$ cat src/rtl/host_write_decoder_if.sv
// rtl/host_write_decoder_if.sv - host write bus and register-bank strobe bundle
//
// Purpose : groups the asynchronous host write bus (nCS, nWR, addrIn, dataIn)
//           and the decoded register-bank outputs (regWrEn, regData, regAddr,
//           busy, addrError) of host_write_decoder.
// Modports: master - host side, drives the bus and observes the outputs
//           slave  - decoder side, samples the bus and drives the outputs
interface host_write_decoder_if #(
    parameter int ADDR_WIDTH = 4,
    parameter int DATA_WIDTH = 8,
    parameter int NUM_REGS   = 16
);
    logic                  nCS;
    logic                  nWR;
    logic [ADDR_WIDTH-1:0] addrIn;
    logic [DATA_WIDTH-1:0] dataIn;
    logic [NUM_REGS-1:0]   regWrEn;
    logic [DATA_WIDTH-1:0] regData;
    logic [ADDR_WIDTH-1:0] regAddr;
    logic                  busy;
    logic                  addrError;

    modport master (
        output nCS, nWR, addrIn, dataIn,
        input  regWrEn, regData, regAddr, busy, addrError
    );

    modport slave (
        input  nCS, nWR, addrIn, dataIn,
        output regWrEn, regData, regAddr, busy, addrError
    );
endinterface

$ cat src/rtl/host_write_decoder.sv
// rtl/host_write_decoder.sv - async host write cycles to single-cycle register write strobes
//
// Purpose : synchronizes host nCS/nWR into the clk domain, captures address and
//           data at the start of a write, and after the strobe ends issues one
//           one-hot regWrEn pulse (or an addrError pulse for out-of-range addresses).
// Ports   : clk       - FPGA clock
//           reset     - synchronous, active-high
//           bus.nCS/nWR/addrIn/dataIn          - asynchronous host write bus
//           bus.regWrEn/regData/regAddr        - register-bank write strobes and payload
//           bus.busy/addrError                 - status
// Option  : HOST_WRITE_GLITCH_FILTER_EN - adds a third sync flop per strobe line and
//           only lets the strobe change when the last two samples agree (+1 cycle
//           capture and commit latency, single-sample glitches rejected).
module host_write_decoder #(
    parameter int ADDR_WIDTH = 4,
    parameter int DATA_WIDTH = 8,
    parameter int NUM_REGS   = 16
) (
    input  logic                clk,
    input  logic                reset,
    host_write_decoder_if.slave bus
);

`ifdef HOST_WRITE_GLITCH_FILTER_EN
    localparam int SYNC_STAGES = 3;
`else
    localparam int SYNC_STAGES = 2;
`endif

    localparam logic [1:0]          ARM_CYCLES = 2'(SYNC_STAGES);
    localparam logic [ADDR_WIDTH:0] NUM_REGS_W = (ADDR_WIDTH + 1)'(NUM_REGS);

    typedef enum logic [1:0] {
        ST_ARM,
        ST_IDLE,
        ST_STROBE,
        ST_COMMIT
    } state_t;

    state_t                 state_q, state_d;
    logic [SYNC_STAGES-1:0] ncs_sync_q;
    logic [SYNC_STAGES-1:0] nwr_sync_q;
    logic                   ncs_s;
    logic                   nwr_s;
    logic                   wr_active;
    logic [1:0]             arm_cnt_q, arm_cnt_d;
    logic                   armed;
    logic [ADDR_WIDTH-1:0]  reg_addr_q, reg_addr_d;
    logic [DATA_WIDTH-1:0]  reg_data_q, reg_data_d;
    logic                   commit;
    logic                   addr_ok;
    logic [NUM_REGS-1:0]    wr_en;

    // Bit 0 is the first (metastable) stage; the top bit is the newest safe sample.
    always_ff @(posedge clk) begin
        if (reset) begin
            ncs_sync_q <= '1;
            nwr_sync_q <= '1;
        end else begin
            ncs_sync_q <= {ncs_sync_q[SYNC_STAGES-2:0], bus.nCS};
            nwr_sync_q <= {nwr_sync_q[SYNC_STAGES-2:0], bus.nWR};
        end
    end

`ifdef HOST_WRITE_GLITCH_FILTER_EN
    // Each line follows the last two samples only when they agree, otherwise
    // it holds its previous filtered value.
    logic ncs_filt_q;
    logic nwr_filt_q;

    assign ncs_s = (ncs_sync_q[2] == ncs_sync_q[1]) ? ncs_sync_q[2] : ncs_filt_q;
    assign nwr_s = (nwr_sync_q[2] == nwr_sync_q[1]) ? nwr_sync_q[2] : nwr_filt_q;

    always_ff @(posedge clk) begin
        if (reset) begin
            ncs_filt_q <= 1'b1;
            nwr_filt_q <= 1'b1;
        end else begin
            ncs_filt_q <= ncs_s;
            nwr_filt_q <= nwr_s;
        end
    end
`else
    assign ncs_s = ncs_sync_q[1];
    assign nwr_s = nwr_sync_q[1];
`endif

    assign wr_active = !ncs_s && !nwr_s;

    // The sync flops reset to "inactive", so right after reset they do not yet
    // reflect the bus. ARM ignores wr_active until the pipeline has refilled,
    // otherwise a strobe held low through reset would look released.
    assign armed     = (arm_cnt_q == ARM_CYCLES);
    assign arm_cnt_d = (state_q == ST_ARM && !armed) ? arm_cnt_q + 2'd1 : arm_cnt_q;

    always_comb begin
        state_d    = state_q;
        reg_addr_d = reg_addr_q;
        reg_data_d = reg_data_q;
        unique case (state_q)
            ST_ARM: begin
                if (armed && !wr_active) state_d = ST_IDLE;
            end
            ST_IDLE: begin
                if (wr_active) begin
                    reg_addr_d = bus.addrIn;
                    reg_data_d = bus.dataIn;
                    state_d    = ST_STROBE;
                end
            end
            ST_STROBE: begin
                if (!wr_active) state_d = ST_COMMIT;
            end
            ST_COMMIT: begin
                state_d = ST_IDLE;
            end
            default: state_d = ST_ARM;
        endcase
    end

    always_ff @(posedge clk) begin
        if (reset) begin
            state_q    <= ST_ARM;
            arm_cnt_q  <= 2'd0;
            reg_addr_q <= '0;
            reg_data_q <= '0;
        end else begin
            state_q    <= state_d;
            arm_cnt_q  <= arm_cnt_d;
            reg_addr_q <= reg_addr_d;
            reg_data_q <= reg_data_d;
        end
    end

    // Strobes come only from the state register and the captured address, so
    // bus activity can never leak straight through to the register bank.
    assign commit  = (state_q == ST_COMMIT);
    assign addr_ok = ({1'b0, reg_addr_q} < NUM_REGS_W);

    always_comb begin
        wr_en = '0;
        for (int i = 0; i < NUM_REGS; i++) begin
            wr_en[i] = commit && addr_ok && (reg_addr_q == ADDR_WIDTH'(i));
        end
    end

    assign bus.regWrEn   = wr_en;
    assign bus.regData   = reg_data_q;
    assign bus.regAddr   = reg_addr_q;
    assign bus.busy      = (state_q != ST_IDLE);
    assign bus.addrError = commit && !addr_ok;

endmodule
$ cat src/flat_wrapper.sv
// flat-port wrapper written by rule: the top's interface ports become plain ports
module host_write_decoder_flat 
#(
    parameter int ADDR_WIDTH = 4,
    parameter int DATA_WIDTH = 8,
    parameter int NUM_REGS   = 16
)
  (clk, reset, bus_nCS, bus_nWR, bus_addrIn, bus_dataIn, bus_regWrEn, bus_regData, bus_regAddr, bus_busy, bus_addrError);
  host_write_decoder_if #(.ADDR_WIDTH(ADDR_WIDTH), .DATA_WIDTH(DATA_WIDTH), .NUM_REGS(NUM_REGS)) bus_i ();
  input  logic clk;
  input  logic reset;
  input wire logic [$bits(bus_i.nCS)-1:0] bus_nCS;
  input wire logic [$bits(bus_i.nWR)-1:0] bus_nWR;
  input wire logic [$bits(bus_i.addrIn)-1:0] bus_addrIn;
  input wire logic [$bits(bus_i.dataIn)-1:0] bus_dataIn;
  output wire logic [$bits(bus_i.regWrEn)-1:0] bus_regWrEn;
  output wire logic [$bits(bus_i.regData)-1:0] bus_regData;
  output wire logic [$bits(bus_i.regAddr)-1:0] bus_regAddr;
  output wire logic [$bits(bus_i.busy)-1:0] bus_busy;
  output wire logic [$bits(bus_i.addrError)-1:0] bus_addrError;
  assign bus_i.nCS = bus_nCS;
  assign bus_i.nWR = bus_nWR;
  assign bus_i.addrIn = bus_addrIn;
  assign bus_i.dataIn = bus_dataIn;
  assign bus_regWrEn = bus_i.regWrEn;
  assign bus_regData = bus_i.regData;
  assign bus_regAddr = bus_i.regAddr;
  assign bus_busy = bus_i.busy;
  assign bus_addrError = bus_i.addrError;
  host_write_decoder #(.ADDR_WIDTH(ADDR_WIDTH), .DATA_WIDTH(DATA_WIDTH), .NUM_REGS(NUM_REGS)) u_core (.clk(clk), .reset(reset), .bus(bus_i));
endmodule
$ cat config.mk
export PLATFORM = sky130hd
export DESIGN_NAME = host_write_decoder_flat
export DESIGN_NICKNAME = d
export VERILOG_FILES = /design/src/rtl/host_write_decoder_if.sv /design/src/rtl/host_write_decoder.sv /design/src/flat_wrapper.sv
export SDC_FILE = /design/constraint.sdc
export NUM_CORES = 1
export LEC_CHECK = 0
export CAP_MARGIN = 10
export CORE_MARGIN = 8
export CORE_UTILIZATION = 29
export DETAILED_ROUTE_END_ITERATION = 12
export DONT_BUFFER_PORTS = 1
export PLACE_DENSITY = 0.52
export SLEW_MARGIN = 25
export SYNTH_ARGS = -nofsm -noshare
export SYNTH_HDL_FRONTEND = slang
export SYNTH_SLANG_ARGS = --single-unit
$ cat constraint.sdc
create_clock -name clk -period 3.1 [get_ports clk]
set_clock_uncertainty 0.15 [all_clocks]
set_input_delay 0.62 -clock clk [delete_from_list [all_inputs] [get_ports clk]]
set_output_delay 0.62 -clock clk [all_outputs]
set_load 0.1 [all_outputs]
==> results of run 1 <==
flip-flops by register name (all words and copies together), names as in the netlist:
signal	count
u_core.bus.regData	8
u_core.nwr_sync_q	2
u_core.ncs_sync_q	2
u_core.arm_cnt_q	2
u_core.state_q	2
u_core.bus.regAddr	4
power breakdown:
part | switching, W | internal (W)
clock | 0.0000674 | 0.0000451
sequential | 0.0000226 | 0.000282
combinational | 0.000141 | 0.0000703
total | 0.000231 | 0.000397
area by class of cell:
class                           count  area share
Clock buffer                        3      0.0166
Inverter                            4      0.0111
Multi-Input combinational cell     71       0.401
Sequential cell                    20       0.295
Tap cell                           33      0.0305
Timing Repair Buffer               21       0.246
cells in the mapped netlist, drive strengths merged:
cell,n,area (sq um)
buf,2,15.0
or4,1,7.51
nand2b,4,25.0
nand3,1,5.00
conb,1,3.75
nor3b,1,12.5
a211oi,2,20.0
nor3,4,20.0
nand3b,2,15.0
nand2,1,3.75
mux2i,13,130
ha,5,62.6
nor2b,1,6.26
clkbuf,2,7.51
inv,4,15.0
nor2,28,105
or2,4,25.0
dfxtp,20,400
or3b,1,8.76
xnor2,1,8.76
o31a,1,8.76
cell families (layout without fill, tap and decap cells):
group / Yosys count / after routing / share of synthesized area
flip-flops: 20 / 20 / 0.442
other: 1 / 1 / 0.00414
AND/OR/NAND/NOR: 48 / 48 / 0.258
AO/OA/AOI/OAI: 3 / 3 / 0.0318
adder cells (fa/ha/maj): 5 / 5 / 0.0691
buffers and inverters: 8 / 28 / 0.0414
multiplexers: 13 / 13 / 0.144
XOR/XNOR: 1 / 1 / 0.00967
metal layers:
layer,part of all wire,vias up
li1,-,366
met4,0.016,0
met1,0.40,315
met3,0.086,2
met2,0.50,30
met5,0,-
stage by stage:
stage	hold slack, ps	cell area, sq um	power [W]	setup slack, ps
after floorplan	239	926	0.000487	-326
after global placement	242	1330	0.000507	801
after detailed placement	253	1330	0.000521	736
after CTS	216	1360	0.000639	395
after global routing	210	1360	0.000669	310
final	237	1360	0.000628	436
worst max path at each step:
stage / startpoint / endpoint / depth (start not counted)
after floorplan: u_core.bus.regAddr[0]$_SDFFE_PP0P_ / bus_regWrEn[11] / 2
after global placement: u_core.state_q[1]$_SDFFE_PP0P_ / bus_regWrEn[0] / 4
after detailed placement: u_core.state_q[1]$_SDFFE_PP0P_ / bus_regWrEn[0] / 4
after CTS: u_core.state_q[1]$_SDFFE_PP0P_ / bus_regWrEn[0] / 4
after global routing: u_core.state_q[1]$_SDFFE_PP0P_ / bus_regWrEn[0] / 4
final: u_core.state_q[1]$_SDFFE_PP0P_ / bus_regWrEn[0] / 4
==> out/qor.log, run 1 <==
qor: outcome.outcome completed
qor: die.boundaryPins 46
qor: global_routing.antenna_violations_before_repair 0
qor: critical_path.highest_delay_cell_along_the_critical_path or3b_2
qor: timing.totalNegativeSetupSlack 0 ps
qor: timing.maxSlewViolCount 0
qor: power_and_ir_drop.vdd_ir_drop_max 210 uV
qor: drt.detail_route.drc_violations 0
qor: layout.layout_common_cells dfxtp_1 (20), nor2_1 (16), buf_12 (14), mux2i_1 (13), nor2_2 (12)
qor: global_routing.grt_pass1_vias 757
qor: global_routing.grt_first_pass_wirelength 3720 microns
qor: clock_tree.tritoncts yes
qor: layout.seqCellArea 400 sq um
qor: place.dp_cells 149
qor: timing.unrepaired_setup_endpoints_after_global_routing no
qor: die.fp.dieArea 5170 sq um
qor: place.count_of_buffers_from_port_buffering 0
qor: power_and_ir_drop.power_density 463 nW/um^2
qor: power_and_ir_drop.power.static_leakage 0.468 nW
qor: drt.routed_wl 2230 microns
qor: timing.final_period_minus_worst_setup_slack 2660 ps
qor: timing.maxClockFrequency 0.375 GHz
qor: layout.area_of_the_multi_input_gates 543 sq um
qor: critical_path.crit_path_cells ha_1 > or3b_2 > nor3_4 > buf_4
qor: drt.final_antenna_net_count 0
qor: layout.flow.area_growth_from_synthesis 49.6%
qor: timing.setup_viol_count_final 0
qor: critical_path.worst-r2r-setup-slack 1170 ps
qor: global_routing.grtUsageMet2 0.150
qor: critical_path.critical_path_buf_inv_count 1
qor: critical_path.critical-path-max-stage-delay 540 ps
qor: logic_synthesis.synth.cell_area 906 sq um
qor: clock_tree.holdBufCountCts 0
qor: timing.slew_headroom 0.338
qor: clock_tree.cts-root-buf clkbuf_4
qor: drt.num_vias 713
qor: clock_tree.postCtsSetupBuffers 0
qor: drt.wl_per_cell 14.7 microns
qor: die.die_h 71.9 microns
qor: logic_synthesis.postSynthCellCount 99
qor: global_routing.gr-max-usage-layer met2
qor: global_routing.met1_track_demand_over_resource_in_global_routing 0.0968
qor: drt.detailedRoute.firstPassIterationCount 2
qor: logic_synthesis.syn_avg_cell_area 9.15 sq um
qor: drt.drt-initial-drc-count 36
qor: layout.n_antenna_cell 0
qor: worst_hold_path.worstHoldPathType input pin to register
qor: timing.final_min_period_over_clock_period 0.859
qor: timing.transition_time_of_the_tightest_slew_check_pin 991 ps
qor: worst_hold_path.holdPathStages 1
qor: layout.layout.filler_cells 287
qor: logic_synthesis.synth_fp_nets 120
qor: clock_tree.cts_max_level 1
qor: logic_synthesis.yosys_warnings 0
qor: global_routing.grt.overflow.total 0
qor: global_routing.grt_max_degree 22
qor: clock_tree.post_cts_resize_count 0
qor: die.core 3000 sq um
qor: global_routing.use_met3 0.0303
qor: critical_path.timing.rr.start u_core.state_q[1]$_SDFFE_PP0P_
qor: clock_tree.clock_sink_count 20
qor: clock_tree.clkTransAtPathRegs 100 ps
qor: critical_path.critical_path.endpoint_type primary output
qor: critical_path.worst-r2r-cell-count 5
qor: clock_tree.clkLatencyLatePin 280 ps
qor: die.floorplan.rows 20
qor: die.starting_density_of_the_core 0.302
qor: layout.finish.cell_count_without_fillers 152
qor: critical_path.worst_setup_path_start_kind register
qor: run.maxCapViolations 0
qor: place.place_congestion 0.803
qor: layout.drive_above_1_share 0.395
qor: layout.layout.core_utilization 0.451
qor: critical_path.setup.worst_path.class register to primary output
qor: critical_path.cp.required 2330 ps
qor: critical_path.cp_max_fo 4
qor: drt.post_drt_via_cell_ratio 4.69
qor: timing.hold_violations 0
qor: critical_path.critical-path-top-delay-family simple AND/OR/NAND/NOR gates
qor: place.hpwl 1930 microns
qor: clock_tree.cts_made_buffers 3
qor: worst_hold_path.whs_endpoint u_core.state_q[0]$_SDFFE_PP0P_
qor: critical_path.arrival 1890 ps
qor: global_routing.grtUsageTotal 0.0906
qor: clock_tree.ctsLongestPathBuffers 2
qor: die.die-width 71.9 microns
qor: logic_synthesis.number_of_unique_standard_cell_types_used_by_synthesis 22
qor: logic_synthesis.ys_seq_area_frac 0.442
qor: critical_path.regToRegEndpoint u_core.state_q[0]$_SDFFE_PP0P_
qor: worst_hold_path.worst_hold_startpoint reset
qor: layout.layout.cells.most_common dfxtp_1
qor: logic_synthesis.synth_seq_cells 20
qor: layout.layout.nets 142
No activity file was read; power rests on OpenSTA's default activity.
==> run 2: changes to the inputs <==
--- a/config.mk
+++ b/config.mk
@@ -5,7 +5,7 @@
 export SDC_FILE = /design/constraint.sdc
 export NUM_CORES = 1
 export LEC_CHECK = 0
-export CAP_MARGIN = 10
+export CAP_MARGIN = 40
 export CORE_MARGIN = 8
 export CORE_UTILIZATION = 29
 export DETAILED_ROUTE_END_ITERATION = 12
==> run 2 against run 1 <==
Effect of this change:
- total power rose by 15%
- design area rose by 11%
- utilization rose by 5.0 points
- global-route usage rose by 0.39 points
- sequential share of layout area fell by 2.9 points
- combinational power rose by 2%
- flip-flop and latch count did not move
- critical path type unchanged
- largest power group unchanged
==> out/qor.log, run 2 (synthesis gave the netlist of run 1 again) <==
qor: global_routing.grt_max_degree 22 [unchanged]
qor: layout.flow.area_growth_from_synthesis 66.2% [was 49.6%]
qor: clock_tree.post_cts_resize_count 0 [unchanged]
qor: timing.slew_headroom 0.418 [was 0.338]
qor: place.hpwl 2010 microns [was 1930 microns]
qor: die.die_h 71.9 microns [unchanged]
qor: power_and_ir_drop.power_density 479 nW/um^2 [was 463 nW/um^2]
qor: timing.holdWs 232 ps [was 237 ps]
qor: critical_path.timing.rr.start u_core.state_q[1]$_SDFFE_PP0P_ [unchanged]
qor: critical_path.worst-r2r-cell-count 5 [unchanged]
qor: worst_hold_path.worstHoldPathType input pin to register [unchanged]
qor: timing.setup_viol_count_final 0 [unchanged]
qor: place.dp_slack 734 ps [was 736 ps]
qor: power_and_ir_drop.power.static_leakage 0.540 nW [was 0.468 nW]
qor: layout.layout.nets 150 [was 142]
qor: power_and_ir_drop.vdd_ir_drop_max 323 uV [was 210 uV]
qor: clock_tree.cts_max_level 1 [unchanged]
qor: die.boundaryPins 46 [unchanged]
qor: clock_tree.ctsLongestPathBuffers 2 [unchanged]
qor: layout.drive_above_1_share 0.438 [was 0.395]
qor: drt.detailedRoute.firstPassIterationCount 4 [was 2]
qor: critical_path.cp_max_fo 4 [unchanged]
qor: die.fp.dieArea 5170 sq um [unchanged]
qor: worst_hold_path.whs_endpoint u_core.state_q[0]$_SDFFE_PP0P_ [unchanged]
qor: worst_hold_path.holdPathStages 1 [unchanged]
qor: global_routing.grt.overflow.total 0 [unchanged]
qor: drt.wl_per_cell 14.4 microns [was 14.7 microns]
qor: clock_tree.clkLatencyLatePin 290 ps [was 280 ps]
qor: drt.detail_route.drc_violations 0 [unchanged]
qor: critical_path.setup.worst_path.class register to primary output [unchanged]
qor: critical_path.critical_path.endpoint_type primary output [unchanged]
qor: timing.maxClockFrequency 0.375 GHz [about the same]
qor: critical_path.highest_delay_cell_along_the_critical_path or3b_2 [unchanged]
qor: place.place_congestion 0.803 [unchanged]
qor: timing.transition_time_of_the_tightest_slew_check_pin 872 ps [was 991 ps]
qor: drt.num_vias 746 [was 713]
qor: timing.maxSlewViolCount 0 [unchanged]
qor: timing.hold_violations 0 [unchanged]
qor: layout.layout_common_cells dfxtp_1 (20), nor2_1 (16), buf_12 (14), mux2i_1 (13), nor2_2 (12) [unchanged]
qor: timing.unrepaired_setup_endpoints_after_global_routing no [unchanged]
qor: die.core 3000 sq um [unchanged]
qor: critical_path.arrival 1900 ps [was 1890 ps]
qor: die.floorplan.rows 20 [unchanged]
qor: clock_tree.clkTransAtPathRegs 110 ps [was 100 ps]
qor: place.count_of_buffers_from_port_buffering 0 [unchanged]
qor: drt.post_drt_via_cell_ratio 4.63 [was 4.69]
qor: worst_hold_path.worst_hold_startpoint reset [unchanged]
qor: critical_path.worst_setup_path_start_kind register [unchanged]
qor: critical_path.cp.required 2330 ps [about the same]
qor: global_routing.grt_pass1_vias 821 [was 757]
qor: layout.n_antenna_cell 0 [unchanged]
qor: timing.postLayoutSetupSlackWorst 431 ps [was 436 ps]
qor: outcome.outcome completed [unchanged]
qor: clock_tree.cts_made_buffers 3 [unchanged]
qor: critical_path.worst-r2r-setup-slack 1170 ps [about the same]
qor: clock_tree.clock_sink_count 20 [unchanged]
qor: critical_path.regToRegEndpoint u_core.state_q[0]$_SDFFE_PP0P_ [unchanged]
qor: global_routing.grtUsageTotal 0.0945 [was 0.0906]
qor: global_routing.antenna_violations_before_repair 0 [unchanged]
qor: drt.final_antenna_net_count 0 [unchanged]
qor: clock_tree.postCtsSetupBuffers 0 [unchanged]
qor: critical_path.critical-path-max-stage-delay 550 ps [was 540 ps]
qor: run.maxCapViolations 0 [unchanged]
qor: timing.final_period_minus_worst_setup_slack 2670 ps [was 2660 ps]
qor: global_routing.grt_first_pass_wirelength 3930 microns [was 3720 microns]
qor: layout.largest_register_ff_count 8 [unchanged]
qor: power_and_ir_drop.fin_total_pwr 0.000721 W [was 0.000628 W]
qor: critical_path.crit_path_cells ha_1 > or3b_2 > nor3_4 > buf_4 [unchanged]
qor: clock_tree.tritoncts yes [unchanged]
qor: drt.routed_wl 2310 microns [was 2230 microns]
qor: clock_tree.holdBufCountCts 0 [unchanged]
qor: clock_tree.cts-root-buf clkbuf_4 [unchanged]
qor: die.starting_density_of_the_core 0.302 [unchanged]
qor: timing.final_min_period_over_clock_period 0.861 [was 0.859]
qor: layout.layout.cells.most_common dfxtp_1 [unchanged]
qor: drt.drt-initial-drc-count 22 [was 36]
qor: die.die-width 71.9 microns [unchanged]
[run 2: worst max-delay path: cells and delay by family (launching register included)]
| kind | cells | cell delay, ps |
|---|---|---|
| buf+inv | 1 | 310 |
| fa+ha+maj | 1 | 220 |
| flops | 1 | 400 |
| simple gates | 2 | 680 |
[run 2: report_power, final]
| group | internal [W] | total [W] | switching, W |
|---|---|---|---|
| clock network | 0.000131 | 0.000205 | 0.0000749 |
| registers | 0.000282 | 0.000301 | 0.0000185 |
| logic | 0.0000716 | 0.000215 | 0.000143 |
| total | 0.000484 | 0.000721 | 0.000237 |
[run 2: routing by layer]
metal,track usage,share of wire,vias to the layer above
met2,0.165,0.52,29
met4,0.0408,0.012,0
met5,0,0,-
li1,-,-,381
met3,0.0317,0.073,2
met1,0.101,0.40,334
[run 2: layout make-up]
type / count / area [sq um]
Tap cell: 33 / 41.3
Timing Repair Buffer: 29 / 453
Clock inverter: 1 / 30.0
Multi-Input combinational cell: 71 / 543
Fill cell: 276 / 1500
Clock buffer: 3 / 22.5
Sequential cell: 20 / 400
Inverter: 4 / 15.0
[run 2: per-stage QoR]
stage                     instances  TNS, ps  utilization  cell area [sq um]
after floorplan                  99    -4410            -                926
after global placement          149        0        0.444               1330
after detailed placement        157        0        0.484               1450
after CTS                       161        0        0.501               1510
after global routing            161        0        0.501               1510
final                           161        0        0.501               1510
[run 2: worst max-delay path by stage]
stage,startpoint,end,slack (ps),depth (start not counted)
2_1_floorplan,u_core.bus.regAddr[0]$_SDFFE_PP0P_,bus_regWrEn[11],-330,2
3_3_place_gp,u_core.state_q[1]$_SDFFE_PP0P_,bus_regWrEn[0],800,4
3_5_place_dp,u_core.state_q[1]$_SDFFE_PP0P_,bus_regWrEn[0],730,4
4_1_cts,u_core.state_q[1]$_SDFFE_PP0P_,bus_regWrEn[0],390,4
5_1_grt,u_core.state_q[1]$_SDFFE_PP0P_,bus_regWrEn[0],260,4
6_report,u_core.state_q[1]$_SDFFE_PP0P_,bus_regWrEn[0],430,4
